### src/rtl/otter_intc_pkg.sv
// otter_intc_pkg: register map and shared types for the OTTER interrupt controller.
package otter_intc_pkg;

    // Register offsets from the controller base address
    localparam logic [31:0] INTC_PENDING  = 32'h0000_0000;
    localparam logic [31:0] INTC_ENABLE   = 32'h0000_0004;
    localparam logic [31:0] INTC_MODE     = 32'h0000_0008;
    localparam logic [31:0] INTC_CLAIM    = 32'h0000_000C;
    localparam logic [31:0] INTC_COMPLETE = 32'h0000_0010;

    // Size of the register window in bytes (five words)
    localparam logic [31:0] INTC_WINDOW   = 32'h0000_0014;

    // Source trigger mode as stored in the MODE register
    typedef enum logic {
        LEVEL = 1'b0,
        EDGE  = 1'b1
    } intc_mode_t;

endpackage

### src/rtl/intc_src_detect.sv
// intc_src_detect: per-source input conditioning for otter_intc.
// Optional 2-flop synchroniser when OTTER_INTC_SYNC_EN is defined, then a
// previous-sample flop that turns the conditioned level into a rise pulse.
module intc_src_detect (
    input  logic clk,
    input  logic rst,
    input  logic src,
    output logic level,
    output logic rise
);

    logic prev_r;

`ifdef OTTER_INTC_SYNC_EN
    logic sync1_r;
    logic sync2_r;

    // Two-stage synchroniser for an asynchronous request line
    always_ff @(posedge clk or posedge rst) begin
        if (rst) begin
            sync1_r <= 1'b0;
            sync2_r <= 1'b0;
        end else begin
            sync1_r <= src;
            sync2_r <= sync1_r;
        end
    end

    assign level = sync2_r;
`else
    // Source is already synchronous to clk
    assign level = src;
`endif

    // Remember last sampled level so a 0->1 step can be recognised
    always_ff @(posedge clk or posedge rst) begin
        if (rst) begin
            prev_r <= 1'b0;
        end else begin
            prev_r <= level;
        end
    end

    assign rise = level & ~prev_r;

endmodule

### src/rtl/otter_intc.sv
// otter_intc: prioritised, maskable interrupt controller on the OTTER IOBUS.
// Five-word register window: PENDING, ENABLE, MODE, CLAIM, COMPLETE.
// Define OTTER_INTC_SYNC_EN to put a 2-flop synchroniser on every source.
module otter_intc
    import otter_intc_pkg::*;
#(
    parameter int          NUM_SRC   = 8,
    parameter logic [31:0] BASE_ADDR = 32'h1100_0200
) (
    input  logic               CLK,
    input  logic               RST,
    input  logic [NUM_SRC-1:0] SRC_IN,
    input  logic [31:0]        IOBUS_ADDR,
    input  logic [31:0]        IOBUS_OUT,
    input  logic               IOBUS_WR,
    input  logic               INT_TAKEN,
    output logic [31:0]        RD_DATA,
    output logic               INTR
);

    logic [NUM_SRC-1:0] pending_r;
    logic [NUM_SRC-1:0] enable_r;
    logic [NUM_SRC-1:0] mode_r;
    logic               in_svc_r;
    logic [4:0]         active_id_r;

    logic [NUM_SRC-1:0] level_s;
    logic [NUM_SRC-1:0] rise_s;
    logic [NUM_SRC-1:0] cand_s;
    logic               cand_any_s;
    logic [4:0]         win_id_s;
    logic               take_s;
    logic [NUM_SRC-1:0] w1c_s;
    logic [NUM_SRC-1:0] claim_clr_s;
    logic [NUM_SRC-1:0] pending_nxt_s;

    logic [31:0]        off_s;
    logic               hit_s;
    logic [31:0]        rd_mux_s;
    logic               wr_pend_s;
    logic               wr_en_s;
    logic               wr_mode_s;
    logic               wr_cmpl_s;
    logic               unused_s;

    // Per-source conditioning: optional synchroniser and rise detection
    for (genvar g = 0; g < NUM_SRC; g++) begin : g_src
        intc_src_detect u_det (
            .clk   (CLK),
            .rst   (RST),
            .src   (SRC_IN[g]),
            .level (level_s[g]),
            .rise  (rise_s[g])
        );
    end

    // Bits of the write data above the implemented sources are dropped
    assign unused_s = ^IOBUS_OUT[31:NUM_SRC];

    assign cand_s     = pending_r & enable_r;
    assign cand_any_s = |cand_s;
    assign INTR       = cand_any_s & ~in_svc_r;
    assign take_s     = INT_TAKEN & cand_any_s;

    // Find-first: lowest-index enabled pending source wins
    always_comb begin
        win_id_s = 5'd0;
        for (int i = NUM_SRC - 1; i >= 0; i--) begin
            win_id_s = cand_s[i] ? 5'(i) : win_id_s;
        end
    end

    assign off_s = IOBUS_ADDR - BASE_ADDR;
    assign hit_s = (off_s < INTC_WINDOW) && (off_s[1:0] == 2'b00);

    // Address decode: read mux and write strobes for the register window
    always_comb begin
        rd_mux_s  = 32'h0000_0000;
        wr_pend_s = 1'b0;
        wr_en_s   = 1'b0;
        wr_mode_s = 1'b0;
        wr_cmpl_s = 1'b0;
        if (hit_s) begin
            case (off_s)
                INTC_PENDING: begin
                    rd_mux_s  = 32'(pending_r);
                    wr_pend_s = IOBUS_WR;
                end
                INTC_ENABLE: begin
                    rd_mux_s = 32'(enable_r);
                    wr_en_s  = IOBUS_WR;
                end
                INTC_MODE: begin
                    rd_mux_s  = 32'(mode_r);
                    wr_mode_s = IOBUS_WR;
                end
                INTC_CLAIM: begin
                    rd_mux_s = in_svc_r ? 32'(active_id_r + 5'd1) : 32'h0000_0000;
                end
                INTC_COMPLETE: begin
                    wr_cmpl_s = IOBUS_WR;
                end
                default: begin
                    rd_mux_s = 32'h0000_0000;
                end
            endcase
        end else begin
            rd_mux_s = 32'h0000_0000;
        end
    end

    assign w1c_s       = wr_pend_s ? IOBUS_OUT[NUM_SRC-1:0] : {NUM_SRC{1'b0}};
    assign claim_clr_s = take_s ? (NUM_SRC'(1'b1) << win_id_s) : {NUM_SRC{1'b0}};

    // Next pending: edge bits hold until W1C or claim (a new rise wins); level bits track input
    always_comb begin
        pending_nxt_s = pending_r;
        for (int i = 0; i < NUM_SRC; i++) begin
            if (intc_mode_t'(mode_r[i]) == EDGE) begin
                pending_nxt_s[i] = (pending_r[i] & ~w1c_s[i] & ~claim_clr_s[i]) | rise_s[i];
            end else begin
                pending_nxt_s[i] = level_s[i];
            end
        end
    end

    // Register file, service state and registered read data
    always_ff @(posedge CLK or posedge RST) begin
        if (RST) begin
            pending_r   <= {NUM_SRC{1'b0}};
            enable_r    <= {NUM_SRC{1'b0}};
            mode_r      <= {NUM_SRC{1'b0}};
            in_svc_r    <= 1'b0;
            active_id_r <= 5'd0;
            RD_DATA     <= 32'h0000_0000;
        end else begin
            pending_r <= pending_nxt_s;
            RD_DATA   <= rd_mux_s;
            if (wr_en_s) begin
                enable_r <= IOBUS_OUT[NUM_SRC-1:0];
            end
            if (wr_mode_s) begin
                mode_r <= IOBUS_OUT[NUM_SRC-1:0];
            end
            // A take in the same cycle as COMPLETE lands after it
            if (take_s) begin
                in_svc_r    <= 1'b1;
                active_id_r <= win_id_s;
            end else if (wr_cmpl_s) begin
                in_svc_r <= 1'b0;
            end
        end
    end

endmodule

### config.mk
export PLATFORM = sky130hd
export DESIGN_NAME = otter_intc
export DESIGN_NICKNAME = d
export VERILOG_FILES = /design/src/rtl/otter_intc_pkg.sv /design/src/rtl/intc_src_detect.sv /design/src/rtl/otter_intc.sv
export SDC_FILE = /design/constraint.sdc
export NUM_CORES = 1
export LEC_CHECK = 0
export ABC_AREA = 1
export BUFFER_PORTS_ARGS = -buffer_cell sky130_fd_sc_hd__buf_2
export CORE_MARGIN = 4
export CORE_UTILIZATION = 46
export DETAILED_ROUTE_END_ITERATION = 8
export MAX_ROUTING_LAYER = met4
export PLACE_DENSITY = 0.77
export RECOVER_POWER = 50
export SYNTH_ARGS = -nofsm -noshare
export SYNTH_HDL_FRONTEND = slang
export SYNTH_SLANG_ARGS = --single-unit
### constraint.sdc
create_clock -name CLK -period 1.5 [get_ports CLK]
set_input_delay 0.3 -clock CLK [delete_from_list [all_inputs] [get_ports CLK]]
set_output_delay 0.3 -clock CLK [all_outputs]
set_load 0.02 [all_outputs]
==> impl_metrics.json, run 1 <==
{
  "status": "complete, but fails checks",
  "violations": "negative setup slack",
  "p_clk_share_pct": 33.1,
  "vias_per_cell": 5.260,
  "seq_area_frac_synth_pct": 34.82,
  "hpwlAfterDp_mm": 6.593,
  "slew_headroom_pct": 30.72,
  "cts.sinks": 44,
  "internal_power_mw": 1.902,
  "synth-seq-cells": 44,
  "ant_nets": 0,
  "die_height_um": 90.91,
  "critPathMaxFanout": 8,
  "grt_pass1_vias": 3455,
  "areaGrowthSynthToFinish_pct": 46.58,
  "clock-skew-final_ns": 0.003642,
  "crit_slowest_cell": "nor2_4",
  "worst_slew_pin_slew_ns": 1.039,
  "setup_viol": 34,
  "seqPwrFrac_pct": 46.9,
  "swShare_pct": 27.24,
  "startpoint_type": "input pin",
  "rsz0062_at_grt": "true",
  "placementRows": 29,
  "n_antenna_cell": 0,
  "syn_inst": 472,
  "grt_pass1_wl_mm": 15.31,
  "irDropWorstVdd_uv": 495.9,
  "required_ns": 1.69,
  "finalNetCount": 699,
  "dp_slack_ns": -0.8949,
  "wire_per_inst_um": 14.50,
  "drt-total-wl_mm": 10.11,
  "drt_pass1_iterations": 6,
  "period_share_pct": 133.1,
  "ctsLongestPathBuffers": 2,
  "max_cap_viol_count": 0,
  "synth_cell_types": 31,
  "vias": 3666,
  "path_class": "input pin to flip-flop",
  "die_width_um": 90.91,
  "syn_area_per_cell_um2": 6.699,
  "p_switching_mw": 0.7120,
  "p_comb_share_pct": 20.0,
  "slew_viol_final": 0,
  "fp.dieArea_um2": 8264,
  "leakagePower_nw": 2.453,
  "hold_violations": 0,
  "drc": 0,
  "layout_commonest_cell": "nand2_1",
  "grt_max_degree": 45,
  "ys_warn_count": 0,
  "drt_iter0_drc": 388,
  "cts_made_buffers": 5,
  "cp.arrival_ns": 2.19,
  "path_cells": "buf_2 > nor2_4 > nand2_4 > nor2_4 > nand2_2 > nand2_1 > nand2_1 > inv_2 > nand2_2 > nor2_2 > nand3_2 > nor2_8 > nand3_4 > nor2_4 > buf_12 > buf_8 > nand3_1 > nand2_1 > nand2_1",
  "io_buffers": 60,
  "antenna_found_initial": 0,
  "setup_ws_ns": -0.4964,
  "coreArea_um2": 6495,
  "clkTransAtPathRegs_ns": 0.08,
  "layout_common_cells": "nand2_1, buf_4, inv_1, buf_2, dfrtp_1",
  "hold_class": "input pin to flip-flop",
  "cts_root_buffer": "clkbuf_8",
  "insertion_delay_ns": 0.30,
  "synth_area_um2": 3162,
  "max_freq_mhz": 500.9,
  "endpoint_kind": "flip-flop",
  "pin_count": 109,
  "cpPeakStageDelay_ns": 0.17,
  "grt_usage_pct": 23.07,
  "start_util_pct": 48.68,
  "routabilityCongestion": 0.9192,
  "powerDensity_nw_per_um2": 564.0,
  "fin_crit_ns": 1.996,
  "cpMostUsedCell": "nand2_1",
  "htreeDepth": 2,
  "tritoncts": "yes",
  "drive_above_1_share_pct": 40.48,
  "fin_setup_tns_ns": -14.22,
  "grt-ovfl-total": 0
}
final timing paths:
kind                       slack, ns  cells past startpoint                       startpoint                              end
hold reg to reg                 0.49                      3  g_src[2].u_det.prev_r$_DFF_PP0_           pending_r[2]$_DFF_PP0_
hold / removal                  0.12                      1                        SRC_IN[4]  g_src[4].u_det.prev_r$_DFF_PP0_
setup / recovery               -0.50                     19                   IOBUS_ADDR[12]           pending_r[3]$_DFF_PP0_
min in group asynchronous       0.33                      3                              RST       active_id_r[1]$_DFFE_PP0P_
setup reg to reg               -0.21                     12          enable_r[6]$_DFFE_PP0P_           pending_r[4]$_DFF_PP0_
max in group asynchronous       0.53                      3                              RST           pending_r[0]$_DFF_PP0_
cells in the mapped netlist, drive strengths merged:
| cell type | n | share of area, % |
|---|---|---|
| nand2 | 168 | 21 |
| nor2 | 69 | 11 |
| inv | 59 | 7.0 |
| dfrtp | 44 | 35 |
| nand3 | 43 | 7.5 |
| buf | 29 | 6.9 |
| o21ai | 22 | 4.4 |
| nand4 | 16 | 3.2 |
| a21oi | 6 | 0.95 |
| o211ai | 4 | 0.95 |
| a31oi | 2 | 0.40 |
| ha | 2 | 0.79 |
| nor3 | 2 | 0.32 |
| clkbuf | 1 | 0.12 |
| clkinv | 1 | 0.12 |
| conb | 1 | 0.12 |
| nor4 | 1 | 0.20 |
| xnor2 | 1 | 0.28 |
| xor2 | 1 | 0.28 |
timing repair:
action                     in CTS  in global routing
hold buffers                    0                  0
resized for setup              59                 39
buffers inserted               17                  6
pin swaps                      17                 14
setup endpoints to repair      34                 34
gates cloned                    1                  0
registers in the layout (all words and copies together) (netlist names):
signal / cells
g_src.u_det.prev_r: 8
in_svc_r: 1
enable_r: 8
pending_r: 8
RD_DATA: 8
mode_r: 8
active_id_r: 3
worst max-delay path: cells and delay by family:
kind,cells,cell delay (ns)
simple gates,15,1.41
buf+inv,4,0.47
per-layer routing:
metal | vias up | share of wire (%) | routed length (µm) | global-route usage [%]
met2 | 177 | 53 | 5364 | 41.38
met1 | 1708 | 37 | 3733 | 25.43
met3 | 40 | 6.7 | 674 | 3.917
li1 | 1741 | - | - | -
met5 | - | 0 | 0 | -
met4 | 0 | 3.3 | 335 | 9.045
power by group through the flow:
stage	Clock, mW	Sequential, mW	Combinational, mW
floorplan	0	1.25	0.279
global placement	0	1.25	0.449
detailed placement	0	1.25	0.460
CTS	0.876	1.23	0.499
global route	0.926	1.23	0.570
finish	0.865	1.23	0.522
kinds of logic (layout without fill, tap and decap cells):
family	count (synthesis)	count (layout)	synth area share [%]
AOI/OAI and AO/OA	34	34	6.728
adders and majority gates	2	2	0.7913
xor gates and xnor gates	2	2	0.5541
and+or+nand+nor	299	300	42.86
other	1	24	0.1186
DFF	44	44	34.82
buffers and inverters	90	214	14.13
cell type report:
type / count / area, µm²
inverters: 60 / 250.2
clock inverters: 1 / 30.03
clock buffers: 5 / 68.82
well taps: 77 / 96.34
repair buffers: 148 / 1059
flip-flops and latches: 44 / 1101
multi-input cells: 362 / 2029
fillers: 466 / 1861
stage by stage:
stage | hold WS (ns) | total power [mW] | cells | utilization [%] | area, µm²
3_3_place_gp | 0.3699 | 1.697 | 667 | 61.30 | 3981
3_5_place_dp | 0.3937 | 1.708 | 667 | 61.30 | 3981
4_1_cts | 0.07673 | 2.599 | 691 | 68.45 | 4446
6_report | 0.1190 | 2.614 | 697 | 71.35 | 4634
5_1_grt | 0.1090 | 2.726 | 697 | 71.35 | 4634
2_1_floorplan | 0.3314 | 1.525 | 495 | - | 3303
Power figures use the tool's default switching activity.
==> run 2, diff against run 1 <==
--- a/config.mk
+++ b/config.mk
@@ -6,7 +6,7 @@
 export NUM_CORES = 1
 export LEC_CHECK = 0
 export ABC_AREA = 1
-export BUFFER_PORTS_ARGS = -buffer_cell sky130_fd_sc_hd__buf_2
+export BUFFER_PORTS_ARGS = -buffer_cell sky130_fd_sc_hd__buf_4
 export CORE_MARGIN = 4
 export CORE_UTILIZATION = 46
 export DETAILED_ROUTE_END_ITERATION = 8
==> run 2 against run 1 <==
Net effect: cell area increased by 1.2%; die area unchanged; flip-flop and latch count unchanged; critical endpoint is now pending_r[6]$_DFF_PP0_; non-clock buffer count decreased by 3; first-iteration DRC count decreased by 22%; setup slack improved by 0.019 ns; sequential power about the same; the flow still finishes with violations (negative setup slack); clock skew increased by 0.0043 ns.
==> impl_metrics.json, run 2 (synthesis gave the netlist of run 1 again) <==
{
  "reg2reg_from": "pending_r[7]$_DFF_PP0_",
  "finalNetCount": 697,
  "cts_made_buffers": 5,
  "layout_commonest_cell": "nand2_1",
  "die_width_um": 90.91,
  "setup_viol": 34,
  "irDropWorstVdd_uv": 620.7,
  "place_area_um2": 4081,
  "n_fill_cell": 480,
  "max_cap_viol_count": 0,
  "rsz0062_at_grt": "true",
  "timing.rr.end": "pending_r[3]$_DFF_PP0_",
  "timing.hold.ws_ns": 0.1138,
  "die_height_um": 90.91,
  "power.total_mw": 2.514,
  "worst_slew_pin_slew_ns": 1.058,
  "cp.arrival_ns": 2.18,
  "ctsLongestPathBuffers": 2,
  "path_cells": "buf_12 > inv_12 > ha_4 > nand2_4 > nor2_4 > nand2_2 > nand2_1 > nand2_1 > inv_2 > nand2_2 > nor2_2 > nand3_2 > nor2_8 > nand3_4 > nor2_4 > buf_6 > buf_8 > nand3_1 > nand2_1 > nand2_1",
  "cpMostUsedCell": "nand2_1",
  "endpoint_kind": "flip-flop",
  "final_area_um2": 4691,
  "io_buffers": 60,
  "leakagePower_nw": 2.445,
  "period_share_pct": 131.8,
  "powerDensity_nw_per_um2": 535.9,
  "placed_cells_incl_taps": 662,
  "wire_per_inst_um": 14.97,
  "postCtsHoldBufs": 0,
  "crit_slowest_cell": "nor2_4",
  "required_ns": 1.70,
  "layout_common_cells": "nand2_1, buf_4, inv_1, dfrtp_1, nor2_1",
  "min_from": "SRC_IN[3]",
  "clock-skew-final_ns": 0.007893,
  "critPathMaxFanout": 8,
  "areaGrowthSynthToFinish_pct": 48.36,
  "placementRows": 29,
  "path_class": "input pin to flip-flop",
  "vias_per_cell": 5.244,
  "drt_iter0_drc": 304,
  "cpPeakStageDelay_ns": 0.16,
  "grt_usage_pct": 23.98,
  "drc": 0,
  "fin_crit_ns": 1.977,
  "reg2regPathDepth": 11,
  "clkTransAtPathRegs_ns": 0.08,
  "hold_path_depth": 1,
  "ant_nets": 0,
  "fp.dieArea_um2": 8264,
  "grt-ovfl-total": 0,
  "insertion_delay_ns": 0.31,
  "setup_ws_ns": -0.4769,
  "slew_viol_final": 0,
  "grt_max_degree": 45,
  "drt_pass1_iterations": 6,
  "grt_pass1_vias": 3588,
  "violations": "negative setup slack",
  "routabilityCongestion": 0.9773,
  "hold_violations": 0,
  "hold_class": "input pin to flip-flop",
  "reg2reg_slack_ns": -0.25,
  "tritoncts": "yes",
  "max_freq_mhz": 505.8,
  "vias": 3650,
  "grt_pass1_wl_mm": 15.90,
  "startpoint_type": "input pin",
  "worstHoldEndpoint": "g_src[3].u_det.prev_r$_DFF_PP0_",
  "cts.sinks": 44,
  "pin_count": 109,
  "status": "complete, but fails checks",
  "drt-total-wl_mm": 10.42,
  "hpwlAfterDp_mm": 6.637,
  "drive_above_1_share_pct": 39.42,
  "layoutNonFillerInstCount": 696,
  "n_antenna_cell": 0,
  "start_util_pct": 48.68,
  "slew_headroom_pct": 29.46,
  "htreeDepth": 2,
  "antenna_found_initial": 0,
  "cts_root_buffer": "clkbuf_8",
  "coreArea_um2": 6495
}
## run 2: changes by cell type in the layout (fill, tap and decap cells not counted), moves of 2 or more
cell	before	now
nor2_4	15	18
buf_2	50	0
o21ai_1	4	7
o21ai_2	14	11
clkbuf_1	5	2
nand2_1	128	134
buf_12	6	3
clkbuf_4	0	7
nand2_4	9	6
nand2_2	29	26
nor2_2	10	8
buf_4	82	127
## run 2: power breakdown
group / switching (mW) / internal [mW]
Clock: 0.414 / 0.315
Sequential: 0.0178 / 1.21
Combinational: 0.312 / 0.244
Total: 0.744 / 1.77
## run 2: repair_timing
item,in CTS,in global routing
resized for setup,42,44
buffers inserted,18,7
endpoints found under the setup margin,34,34
pin swaps,17,15
hold endpoints to repair,0,0
cloned,2,0
## run 2: worst max path at each step
stage,from,slack (ns),cells past startpoint,endpoint
floorplan,IOBUS_ADDR[10],-0.60,19,enable_r[4]$_DFFE_PP0P_
global placement,IOBUS_ADDR[18],-0.80,17,mode_r[5]$_DFFE_PP0P_
detailed placement,IOBUS_ADDR[18],-0.89,17,mode_r[1]$_DFFE_PP0P_
CTS,IOBUS_ADDR[10],-0.38,20,pending_r[7]$_DFF_PP0_
global route,IOBUS_ADDR[15],-0.63,19,pending_r[6]$_DFF_PP0_
finish,IOBUS_ADDR[10],-0.48,20,pending_r[6]$_DFF_PP0_
## run 2: worst max-delay path, delay by kind of cell
| family | cells | cell delay [ns] |
|---|---|---|
| adder cells (fa/ha/maj) | 1 | 0.14 |
| AND/OR/NAND/NOR | 14 | 1.28 |
| buffers and inverters | 5 | 0.46 |
## run 2: layout make-up
| type | count | area (µm²) | share of cell area, % |
|---|---|---|---|
| tap | 77 | 96.34 | 2.054 |
| inverter | 60 | 250.2 | 5.335 |
| sequential | 44 | 1101 | 23.47 |
| clock inverter | 2 | 12.51 | 0.2667 |
| timing repair buffer | 145 | 1142 | 24.35 |
| multi-input combinational | 363 | 2019 | 43.05 |
| clock buffer | 5 | 68.82 | 1.467 |
## run 2: through the flow
step                      utilization, %  TNS, ns  setup slack (ns)
after global routing               72.22   -18.30           -0.6343
after CTS                          68.93   -11.47           -0.3801
final                              72.22   -13.68           -0.4769
after floorplan                        -   -14.40           -0.6012
after detailed placement           62.84   -25.52           -0.8949
after global placement             62.84   -24.09           -0.8012
## run 2: routing by layer
metal	GRT usage, %	up-vias	share of wire [%]
li1	-	1740	-
met1	26.16	1662	38
met2	41.82	196	52
met3	4.500	52	6.7
met4	11.81	0	3.8
met5	-	-	0
